--- src/rtl/memory_scanner.sv ---
// -----------------------------------------------------------------------------
// memory_scanner
//
// Read-side companion to the 36-cell board-state memory. A START pulse walks the
// memory read address 0..35 and samples the combinational read data each cycle
// into a shadow register. The completed snapshot is then published as the packed
// edge word (cells 0..23) and center word (cells 24..35) in a single step, so a
// consumer never sees a half-updated snapshot.
//
// Optional feature macro: SCAN_CHANGE_DETECT_EN
//   defined   - CHANGED pulses with DONE when the new snapshot differs from the
//               one currently published (all-zero after reset).
//   undefined - CHANGED is tied low and no comparator exists.
//
// Ports:
//   clk             in   system clock, rising edge
//   rst             in   asynchronous active-high reset
//   START           in   scan request, honoured only in IDLE
//   DATA_IN         in   CELL_W  combinational memory read data at ADDR
//   ADDR            out  ADDR_W  memory read address (0 outside a scan)
//   BUSY            out  high while the address walk is in progress
//   DONE            out  one-cycle pulse while the new snapshot is presented
//   CHANGED         out  one-cycle pulse with DONE when the snapshot changed
//   EDGE_DATA_OUT   out  cell 0 in the top nibble, cell 23 in the bottom nibble
//   CENTER_DATA_OUT out  cell 24 in the top nibble, cell 35 in the bottom nibble
// -----------------------------------------------------------------------------
module memory_scanner #(
    parameter int CELL_W       = 4,
    parameter int ADDR_W       = 6,
    parameter int EDGE_CELLS   = 24,
    parameter int CENTER_CELLS = 12
) (
    input  logic                           clk,
    input  logic                           rst,
    input  logic                           START,
    input  logic [CELL_W-1:0]              DATA_IN,
    output logic [ADDR_W-1:0]              ADDR,
    output logic                           BUSY,
    output logic                           DONE,
    output logic                           CHANGED,
    output logic [EDGE_CELLS*CELL_W-1:0]   EDGE_DATA_OUT,
    output logic [CENTER_CELLS*CELL_W-1:0] CENTER_DATA_OUT
);

    localparam int                NCELLS    = EDGE_CELLS + CENTER_CELLS;
    localparam int                SNAP_W    = NCELLS * CELL_W;
    localparam int                EDGE_W    = EDGE_CELLS * CELL_W;
    localparam logic [ADDR_W-1:0] LAST_ADDR = ADDR_W'(NCELLS - 1);

    typedef enum logic [1:0] {
        IDLE,
        SCAN,
        COMMIT
    } state_t;

    state_t              r_state;
    state_t              w_state_next;
    logic [ADDR_W-1:0]   r_addr;
    logic [SNAP_W-1:0]   r_shadow;
    logic [SNAP_W-1:0]   r_snap;
    logic [SNAP_W-1:0]   w_shadow_next;
    logic                w_scan;
    logic                w_last;

    assign w_scan = (r_state == SCAN);
    assign w_last = w_scan && (r_addr == LAST_ADDR);

    // Shadow with the current cell merged in. Cell n lives at the same bit
    // position it occupies in {EDGE_DATA_OUT, CENTER_DATA_OUT}, so publishing
    // the snapshot is a straight copy.
    generate
        for (genvar gi = 0; gi < NCELLS; gi++) begin : g_cell
            assign w_shadow_next[SNAP_W-1-gi*CELL_W -: CELL_W] =
                (w_scan && (r_addr == ADDR_W'(gi))) ? DATA_IN
                                                    : r_shadow[SNAP_W-1-gi*CELL_W -: CELL_W];
        end
    endgenerate

    // State register
    always_ff @(posedge clk or posedge rst) begin
        if (rst) begin
            r_state <= IDLE;
        end else begin
            r_state <= w_state_next;
        end
    end

    // Next state and status outputs
    always_comb begin
        w_state_next = r_state;
        BUSY         = 1'b0;
        DONE         = 1'b0;
        case (r_state)
            IDLE: begin
                if (START) begin
                    w_state_next = SCAN;
                end
            end
            SCAN: begin
                BUSY = 1'b1;
                if (r_addr == LAST_ADDR) begin
                    w_state_next = COMMIT;
                end
            end
            COMMIT: begin
                DONE         = 1'b1;
                w_state_next = IDLE;
            end
            default: begin
                w_state_next = IDLE;
            end
        endcase
    end

    // Address walk, shadow capture and snapshot publish. The snapshot register
    // is loaded on the edge that captures the last cell, so the new words are
    // already stable throughout the COMMIT cycle in which DONE is high.
    always_ff @(posedge clk or posedge rst) begin
        if (rst) begin
            r_addr   <= '0;
            r_shadow <= '0;
            r_snap   <= '0;
        end else begin
            if (w_scan) begin
                r_shadow <= w_shadow_next;
                r_addr   <= w_last ? '0 : r_addr + 1'b1;
            end
            if (w_last) begin
                r_snap <= w_shadow_next;
            end
        end
    end

`ifdef SCAN_CHANGE_DETECT_EN
    logic r_changed;

    // Compared against the snapshot still published at that moment, i.e. the
    // previous scan (all-zero after reset).
    always_ff @(posedge clk or posedge rst) begin
        if (rst) begin
            r_changed <= 1'b0;
        end else begin
            r_changed <= w_last && (w_shadow_next != r_snap);
        end
    end

    assign CHANGED = r_changed;
`else
    assign CHANGED = 1'b0;
`endif

    assign ADDR            = r_addr;
    assign EDGE_DATA_OUT   = r_snap[SNAP_W-1 -: EDGE_W];
    assign CENTER_DATA_OUT = r_snap[SNAP_W-EDGE_W-1:0];

endmodule

--- config.mk ---
export PLATFORM = sky130hd
export DESIGN_NAME = memory_scanner
export DESIGN_NICKNAME = d
export VERILOG_FILES = /design/src/rtl/memory_scanner.sv
export SDC_FILE = /design/constraint.sdc
export NUM_CORES = 1
export LEC_CHECK = 0
export ABC_AREA = 1
export CAP_MARGIN = 0
export CORE_MARGIN = 2
export CORE_UTILIZATION = 35
export DETAILED_ROUTE_END_ITERATION = 10
export DONT_BUFFER_PORTS = 1
export GPL_ROUTABILITY_DRIVEN = 1
export GPL_TIMING_DRIVEN = 0
export HOLD_SLACK_MARGIN = 0.12
export PLACE_DENSITY = 0.54
export SETUP_SLACK_MARGIN = 0.2
export SYNTH_ARGS = -nofsm -noshare
export SYNTH_HDL_FRONTEND = slang
export SYNTH_SLANG_ARGS = --single-unit
--- constraint.sdc ---
create_clock -name clk -period 10.2 [get_ports clk]
set_input_delay 1.02 -clock clk [delete_from_list [all_inputs] [get_ports clk]]
set_output_delay 1.02 -clock clk [all_outputs]
set_load 0.01 [all_outputs]
==> impl_metrics.yaml <==
floorplan:
  num_io_pins: 160
  start_util: 0.355
  num_rows: 69
  core_area_um2: 35600
  die_h_um: 194
  die_x_um: 194
  dieArea_um2: 37600
logic_synthesis:
  ys.warnings.count: 0
  yosys.cell_types.count: 24
  synthesis.nets: 1498
  ys_seq_area_frac: 0.578
  synth-seq-cells: 292
  synth.cell_area_um2: 12600
  avgSynthCellArea_um2: 8.50
  synthCells: 1487
drt:
  drc: 0
  wl_per_cell_um: 16.9
  vias_per_cell: 4.60
  firstDrtPassIters: 5
  via_count: 9244
  antenna_left: 0
  dr.first_iter.drc_count: 689
  wl_mm: 34.0
finish:
  diodes: 0
  design_area_um2: 14400
  nets: 1536
  final_core_util: 0.405
  instances_no_fill: 2009
  drive_above_1_share: 0.0795
  syn_to_final_growth_pct: 13.9
clock_network:
  numCtsBuffers: 34
  cts_tree: "built"
  post_cts_resized: 0
  cts_setup_buffers: 0
  clockBufferDepth: 3
  clkLatencyLatePin_ns: 0.53
  clock-root-buffer: "clkbuf_16"
  htreeDepth: 2
  clk_transition_reported_paths_ns: 0.06
  clkSinkCount: 292
  cts_hold_buf: 0
power:
  total_power_mw: 3.29
  power_switching_mw: 0.991
  clockPowerShare: 0.366
  p_sw_frac: 0.301
  cellPowerDensity_nw_per_um2: 229
  seq_power_share: 0.441
  p_leak_nw: 7.40
  peakVddDrop_mv: 0.140
  pwr-share-comb: 0.193
  intPower_mw: 2.30
worst_setup_path:
  critPathCaptureType: "flop"
  critPathBufInv: 4
  crit_path_max_incr_delay_ns: 0.54
  startpoint_type: "flop"
  path_class: "reg2reg"
  required_ns: 10.65
  crit_path_frequent_cell: "buf_6"
  cp_cell_sequence: "ha_1, inv_1, nor2_4, nand2_4, clkinv_2, buf_6, buf_6, nand3_1, nand2_1"
  crit_fanout: 10
  cp_top_family: "buffers and inverters"
  cp_slowest_cell: "dfrtp_1"
  worstPathArrival_ns: 2.84
timing:
  period_share: 0.235
  relSlewSlack: 0.443
  final.setup.tns_ns: 0
  max_freq_mhz: 418
  setup_violations: 0
  fin_worst_skew_ns: 0.0179
  worst_slew_pin_slew_ns: 0.835
  drv_slew: 0
  finalWorstSetupSlack_ns: 7.81
  hold_ws_ns: 0.424
  min_period_ns: 2.39
  finalHoldViolations: 0
  rsz0062_at_grt: "false"
grt:
  grt_pass1_vias: 9258
  grt_max_degree: 120
  grt-ovfl-total: 0
  antenna_found_initial: 0
  grt_usage: 0.183
  grt_pass1_wl_mm: 54.1
place:
  port_buffers: 0
  dp.cells: 1950
  post-place-ws_ns: 7.69
  gp_routability_congestion: 0.776
  dp_hpwl_mm: 23.4
  dpl_cell_area_um2: 13300
worst_hold_path:
  hp-class: "in2async"
outcome:
  outcome: "complete, no violations"
run:
  maxCapViolCount: 0
==> Yosys cell counts <==
library cell	number	share of area
nor2_1	20	0.0059
xor2_1	2	0.0014
nand3_1	213	0.084
clkinv_1	4	0.0012
inv_2	3	0.00089
buf_4	4	0.0024
clkinv_2	2	0.00079
buf_2	29	0.011
nand2_1	567	0.17
conb_1	1	0.00030
nor2_4	4	0.0036
nand2_2	3	0.0015
nand4_1	1	0.00050
buf_6	7	0.0062
and2_1	136	0.067
nor2_2	11	0.0054
a21oi_1	2	0.00079
nor3_1	1	0.00040
ha_1	4	0.0040
o21ai_0	3	0.0012
nand2_4	1	0.00089
clkbuf_1	17	0.0051
inv_1	160	0.048
dfrtp_1	292	0.58
==> final cells by class <==
type / instances / area [um2]
timing repair buffer: 2 / 55.1
clock buffer: 49 / 1060
clock inverter: 10 / 56.3
multi-input combinational: 969 / 4370
fill: 3597 / 21200
inverter: 169 / 644
sequential: 292 / 7310
buffer: 57 / 318
tap: 461 / 577
==> logic make-up (layout without fill, tap and decap cells) <==
group	count (synthesis)	count (layout)	share of synthesized area
other	1	1	0.000297
buffers and inverters	226	287	0.0756
and+or+nand+nor	957	957	0.338
xor gates and xnor gates	2	2	0.00139
adders and majority gates	4	4	0.00396
DFF	292	292	0.578
AOI/OAI and AO/OA	5	5	0.00198
==> worst paths after layout <==
| path | start | endpoint | cells after the start | slack (ns) |
|---|---|---|---|---|
| hold / removal | rst | r_shadow[71] | 1 | 0.42 |
| setup reg to reg | ADDR[0] | r_snap[83] | 9 | 7.81 |
| hold reg to reg | r_shadow[21] | r_shadow[21] | 2 | 0.48 |
| max in group asynchronous | rst | r_snap[91] | 3 | 8.35 |
| min in group clk | r_shadow[21] | r_shadow[21] | 2 | 0.48 |
| setup / recovery | ADDR[0] | r_snap[83] | 9 | 7.81 |
==> sequential cells by signal, indices dropped and copies added (netlist names) <==
| register | count |
|---|---|
| r_snap | 144 |
| r_shadow | 140 |
| ADDR | 6 |
| r_state | 2 |
==> per-layer routing <==
layer,global-route usage,wire (um),up-vias
li1,-,-,4617
met1,0.254,15900,4396
met2,0.288,15200,192
met3,0.0477,2270,39
met4,0.0443,571,0
met5,0,0,-
==> cell usage in the layout (no fill, tap or decap), types with 9 or more instances in the layout <==
cell type	count
and2_1	136
buf_2	29
clkbuf_1	20
clkbuf_16	37
clkbuf_8	9
clkinv_2	10
dfrtp_1	292
inv_1	159
nand2_1	567
nand3_1	213
nor2_1	20
nor2_2	11
==> power groups by stage <==
stage	registers [mW]	clock network, mW	logic (mW)
3_5_place_dp	1.48	0	0.632
6_report	1.45	1.21	0.634
4_1_cts	1.46	1.24	0.640
3_3_place_gp	1.48	0	0.616
5_1_grt	1.47	1.29	0.733
2_1_floorplan	1.45	0	0.493
No activity file was read; power rests on OpenSTA's default activity.
